===== src/rtl/im_loader_pkg.sv =====
// Shared types and constants for the UART-to-instruction-memory boot loader.
// The optional trailing checksum byte is enabled by IM_LOADER_CHKSUM_EN.
package im_loader_pkg;

  localparam int         WORD_W    = 16;
  localparam logic [7:0] SYNC_BYTE = 8'hA5;

  typedef enum logic [2:0] {
    ST_IDLE,
    ST_CNT_HI,
    ST_CNT_LO,
    ST_DAT_HI,
    ST_DAT_LO,
    ST_CHK,
    ST_DONE,
    ST_ERR
  } state_e;

  // States between SYNC and the end of a frame: the inter-byte timeout is armed here.
  function automatic logic in_frame(input state_e s);
    return s inside {ST_CNT_HI, ST_CNT_LO, ST_DAT_HI, ST_DAT_LO, ST_CHK};
  endfunction

endpackage


===== src/rtl/im_ldr_timer.sv =====
// Inter-byte watchdog: reloadable down-counter that flags expiry while enabled.
// Expires on the LOAD_VAL-th consecutive cycle without a load.
module im_ldr_timer #(
  parameter int unsigned LOAD_VAL = 5_000_000
) (
  input  logic clk,
  input  logic rst,
  input  logic i_load,
  input  logic i_en,
  output logic o_expired
);

  logic [31:0] r_cnt;

  always_ff @(posedge clk) begin
    if (rst || i_load) begin
      r_cnt <= 32'(LOAD_VAL - 1);
    end else if (r_cnt != 32'd0) begin
      r_cnt <= r_cnt - 32'd1;
    end
  end

  assign o_expired = i_en && (r_cnt == 32'd0);

endmodule


===== src/rtl/im_loader.sv =====
// Boot loader: parses SYNC/count/data frames from UART RX into 16-bit IM writes and
// holds the CPU in reset until a frame completes. IM_LOADER_CHKSUM_EN adds a checksum byte.
module im_loader
  import im_loader_pkg::*;
#(
  parameter int MEM_DEPTH   = 16384,
  parameter int TIMEOUT_CYC = 5_000_000
) (
  input  logic              clk,
  input  logic              rst,
  input  logic              rx_rdy,
  input  logic [7:0]        rx_data,
  output logic              im_we,
  output logic [15:0]       im_waddr,
  output logic [WORD_W-1:0] im_wdata,
  output logic              cpu_hold,
  output logic              busy,
  output logic              done,
  output logic              err
);

`ifdef IM_LOADER_CHKSUM_EN
  localparam state_e ST_AFTER_DATA = ST_CHK;
`else
  localparam state_e ST_AFTER_DATA = ST_DONE;
`endif

  state_e            r_state;
  logic [7:0]        r_cnt_hi;
  logic [7:0]        r_hi;
  logic [15:0]       r_count;
  logic [15:0]       r_idx;
  logic              r_we;
  logic [15:0]       r_waddr;
  logic [WORD_W-1:0] r_wdata;
  logic              r_hold;
  logic              r_busy;
  logic              r_done;
  logic              r_err;

  logic [15:0]       w_n;
  logic              w_in_frame;
  logic              w_expired;

  assign w_n        = {r_cnt_hi, rx_data};
  assign w_in_frame = in_frame(r_state);

  im_ldr_timer #(
    .LOAD_VAL (TIMEOUT_CYC)
  ) u_timer (
    .clk       (clk),
    .rst       (rst),
    .i_load    (rx_rdy | ~w_in_frame),
    .i_en      (w_in_frame),
    .o_expired (w_expired)
  );

`ifdef IM_LOADER_CHKSUM_EN
  logic [7:0] r_sum;

  always_ff @(posedge clk) begin
    if (rst || !w_in_frame) begin
      r_sum <= 8'h00;
    end else if (rx_rdy && (r_state == ST_DAT_HI || r_state == ST_DAT_LO)) begin
      r_sum <= r_sum + rx_data;
    end
  end
`endif

  always_ff @(posedge clk) begin
    if (rst) begin
      r_state  <= ST_IDLE;
      r_cnt_hi <= '0;
      r_hi     <= '0;
      r_count  <= '0;
      r_idx    <= '0;
      r_we     <= 1'b0;
      r_waddr  <= '0;
      r_wdata  <= '0;
      r_hold   <= 1'b1;
      r_busy   <= 1'b0;
      r_done   <= 1'b0;
      r_err    <= 1'b0;
    end else begin
      r_we <= 1'b0;
      case (r_state)
        ST_IDLE, ST_DONE, ST_ERR: begin
          // Flags settle one cycle after entering DONE/ERR, i.e. after the final write.
          if (r_state == ST_DONE) begin
            r_done <= 1'b1;
            r_busy <= 1'b0;
            r_hold <= 1'b0;
          end
          if (r_state == ST_ERR) begin
            r_err  <= 1'b1;
            r_busy <= 1'b0;
          end
          // NOTE: later non-blocking assignments in the same block win, so a new SYNC overrides the flags above.
          if (rx_rdy && rx_data == SYNC_BYTE) begin
            r_state <= ST_CNT_HI;
            r_idx   <= '0;
            r_busy  <= 1'b1;
            r_hold  <= 1'b1;
            r_done  <= 1'b0;
            r_err   <= 1'b0;
          end
        end
        ST_CNT_HI: if (rx_rdy) begin
          r_cnt_hi <= rx_data;
          r_state  <= ST_CNT_LO;
        end
        ST_CNT_LO: if (rx_rdy) begin
          r_count <= w_n;
          if (int'(w_n) > MEM_DEPTH) r_state <= ST_ERR;
          else if (w_n == 16'd0)     r_state <= ST_AFTER_DATA;
          else                       r_state <= ST_DAT_HI;
        end
        ST_DAT_HI: if (rx_rdy) begin
          r_hi    <= rx_data;
          r_state <= ST_DAT_LO;
        end
        ST_DAT_LO: if (rx_rdy) begin
          r_we    <= 1'b1;
          r_waddr <= r_idx;
          r_wdata <= {r_hi, rx_data};
          r_idx   <= r_idx + 16'd1;
          r_state <= (r_idx == r_count - 16'd1) ? ST_AFTER_DATA : ST_DAT_HI;
        end
`ifdef IM_LOADER_CHKSUM_EN
        ST_CHK: if (rx_rdy) begin
          r_state <= (8'(r_sum + rx_data) == 8'h00) ? ST_DONE : ST_ERR;
        end
`endif
        default: r_state <= ST_IDLE;
      endcase
      // A byte arriving in the expiry cycle takes priority over the timeout.
      if (!rx_rdy && w_expired) r_state <= ST_ERR;
    end
  end

  assign im_we    = r_we;
  assign im_waddr = r_waddr;
  assign im_wdata = r_wdata;
  assign cpu_hold = r_hold;
  assign busy     = r_busy;
  assign done     = r_done;
  assign err      = r_err;

endmodule


===== config.mk =====
export PLATFORM = sky130hd
export DESIGN_NAME = im_loader
export DESIGN_NICKNAME = d
export VERILOG_FILES = /design/src/rtl/im_loader_pkg.sv /design/src/rtl/im_ldr_timer.sv /design/src/rtl/im_loader.sv
export SDC_FILE = /design/constraint.sdc
export NUM_CORES = 1
export LEC_CHECK = 0
export CORE_UTILIZATION = 54
export CTS_BUF_LIST = sky130_fd_sc_hd__clkbuf_4 sky130_fd_sc_hd__clkbuf_8
export DETAILED_ROUTE_END_ITERATION = 7
export PLACE_DENSITY = 0.78
export SYNTH_ARGS = -nofsm -noshare
export SYNTH_HDL_FRONTEND = slang
export SYNTH_SLANG_ARGS = --single-unit

===== constraint.sdc =====
create_clock -name clk -period 3 [get_ports clk]
set_input_delay 0.9 -clock clk [delete_from_list [all_inputs] [get_ports clk]]
set_output_delay 0.9 -clock clk [all_outputs]
set_load 0.005 [all_outputs]

==> flow_summary.json <==
{
  "status": "finished, final reports clean",
  "finalHoldViolCount": 0,
  "seqPwrFrac_pct": 47.9,
  "power.leakage_nw": 2.19,
  "area_growth_pct": 20.9,
  "yosys-top-cells-area": "dfxtp_1 (45%), nand2_1 (11%), xnor2_1 (7.0%)",
  "powerDensity_nw_per_um2": 528,
  "rrSetupSlack_ns": 0.20,
  "antenna_found_initial": 0,
  "cts-root-buf": "clkbuf_8",
  "track_usage_pct": 25.6,
  "synth_cells": 670,
  "drt_wl_total_mm": 12.8,
  "grt_pass1_vias": 4422,
  "crit_path_max_fanout": 3,
  "final_nets": 744,
  "crit_type": "input pin to register",
  "rsz0062_at_grt": "false",
  "hp-start": "r_hi[3]",
  "cts-hold-fix-buffers": 0,
  "htree_levels": 4,
  "remaining_drc_errors": 0,
  "start_kind": "input pin",
  "yosysTopAreaCellShare_pct": 44.6,
  "finalSetupViolCount": 0,
  "yosys.cell_types.count": 56,
  "postSynthAreaPerCell_um2": 8.04,
  "rows": 36,
  "slew_violations": 0,
  "cts_tree": "built",
  "reg2reg_to": "u_timer.r_cnt[21]",
  "synth_top_area_cell": "dfxtp_1",
  "crit_path_start": "rx_data[1]",
  "drt_pass1_iterations": 5,
  "die_y_um": 102,
  "fin_hold_ws_ns": 0.450,
  "dp_hpwl_mm": 8.77,
  "syn-num-nets": 684,
  "post_cts_buffers": 0,
  "fp.coreArea_um2": 9730,
  "grt_pass1_wl_mm": 20.4,
  "p_clk_share_pct": 41.1,
  "max_freq_mhz": 345,
  "power_frac_comb_pct": 11.0,
  "postCtsResizedCells": 0,
  "finClkSkew_ns": 0.0110,
  "cp_data_arrival_time_ns": 3.23,
  "ys_seq_area_share_pct": 44.6,
  "relSlewSlack_pct": 58.8,
  "ys_top_cells_by_count": "nand2_1 (158), dfxtp_1 (120), a21oi_1 (74)",
  "netSwitchingFraction_pct": 24.1,
  "cts.clk_slew.worst_paths_ns": 0.07,
  "ir_drop_mv": 0.357,
  "cp.required_ns": 3.33,
  "worst_skew_pair.late_latency_ns": 0.44,
  "layout_min_cycle_time_ns": 2.90,
  "netSwitchingPower_w": 0.000828,
  "grt-ovfl-total": 0,
  "cts_buffers": 17,
  "detail_route.wl_per_cell_um": 14.6,
  "start_util_pct": 55.4,
  "grt_max_degree": 61,
  "ios": 48,
  "via_per_inst": 5.52,
  "drt_iter0_drc": 203,
  "synth-main-ff-cell": "dfxtp_1",
  "syn_area_um2": 5390,
  "yosys_warnings": 0,
  "cts.path.max_buffers": 2,
  "ant_nets": 0,
  "hp-class": "register to register",
  "gp_congestion": 0.980,
  "maxCapViolations": 0,
  "yosysMostFrequentCell": "nand2_1",
  "min_to": "im_wdata[11]",
  "reg2regPathDepth": 8,
  "synth_seq_cells": 120,
  "drive_gt1_share_pct": 11.2,
  "fp.dieW_um": 102,
  "fin_util_pct": 66.9,
  "port_buffers": 47,
  "vias": 4817,
  "min_path_cells": 2,
  "tightestPinTransition_ns": 0.617,
  "cts.sinks": 120,
  "internal_power_w": 0.00261,
  "async_flop_share_pct": 0,
  "num_antenna_cells": 0,
  "r2r_start": "u_timer.r_cnt[6]",
  "period_share_pct": 96.6,
  "crit_path_end_kind": "register",
  "synth_edf_count": 0,
  "die-area_um2": 10400
}
[critical path, stage by stage]
cell             delay [ns]
clkdlybuf4s50_1        0.41
or4_1                  0.60
or3_1                  0.44
a31oi_1                0.24
o21ai_0                0.15
a32oi_1                0.27
o31a_1                 0.17
a31oi_1                0.04
[registers in the layout, summed over array words and instances, names as in the netlist, 3 cells and up]
register	cells
im_waddr	16
im_wdata	16
r_cnt_hi	8
r_count	16
r_hi	8
r_idx	16
r_state	3
u_timer.r_cnt	32
[power by group through the flow]
stage / Sequential, W / Combinational, W / Clock [W]
after CTS: 0.00164 / 0.000372 / 0.00142
final: 0.00164 / 0.000379 / 0.00141
after floorplan: 0.00167 / 0.000253 / 0
after global routing: 0.00165 / 0.000411 / 0.00149
after global placement: 0.00168 / 0.000354 / 0
after detailed placement: 0.00168 / 0.000362 / 0
[layer usage]
metal | global-route usage [%] | wire length [um] | up-vias | share of wire, %
met5 | 0 | 0 | - | 0
met4 | 13.8 | 322 | 0 | 2.5
met3 | 7.18 | 646 | 25 | 5.1
met2 | 42.4 | 6160 | 141 | 48
met1 | 30.1 | 5640 | 2266 | 44
li1 | - | - | 2385 | -
[how the worst max path moves through the flow]
stage,cells after the start,endpoint
floorplan,7,r_idx[11]
global placement,8,r_idx[5]
detailed placement,8,r_idx[14]
CTS,9,r_idx[11]
global route,8,r_idx[5]
finish,8,r_state[0]
[through the flow]
step / total power (W) / instances / worst slack [ns] / cell area (um2) / setup TNS, ns
floorplan: 0.00192 / 670 / 0.0103 / 5390 / 0
global placement: 0.00203 / 844 / -0.293 / 6110 / -3.27
detailed placement: 0.00204 / 844 / -0.348 / 6110 / -3.92
CTS: 0.00343 / 872 / 0.0588 / 6490 / 0
global route: 0.00355 / 872 / 0.00737 / 6510 / 0
finish: 0.00343 / 872 / 0.101 / 6510 / 0
[cell type report]
| cell class | count | area, um2 |
|---|---|---|
| timing repair buffer | 79 | 731 |
| sequential | 120 | 2400 |
| clock inverter | 3 | 67.6 |
| multi-input combinational | 504 | 2800 |
| tap | 133 | 166 |
| clock buffer | 25 | 313 |
| fill | 800 | 3220 |
| inverter | 8 | 30.0 |
[cell families (layout without fill, tap and decap cells)]
kind of cell	count (synthesis)	after routing	share of synthesized area, %
adder cells (fa/ha/maj)	3	3	0.697
AO/OA/AOI/OAI	109	109	11.7
AND/OR/NAND/NOR	328	328	28.6
multiplexers	4	4	0.790
XOR/XNOR	60	60	9.76
buffers and inverters	46	115	3.79
flip-flops	120	120	44.6
[placed cells by master, fill, tap and decap left out, types with 8 or more instances in the layout]
cell	instances
nor3_1	21
nor2b_1	8
xor2_1	17
nor2_1	58
xnor2_1	43
dfxtp_1	120
buf_4	30
a21oi_1	74
nand3_1	15
o21ai_0	12
clkdlybuf4s50_1	46
inv_1	8
clkbuf_8	20
nand2_1	158
or3_1	13
Note: power is estimated with default switching activity, not from simulation.
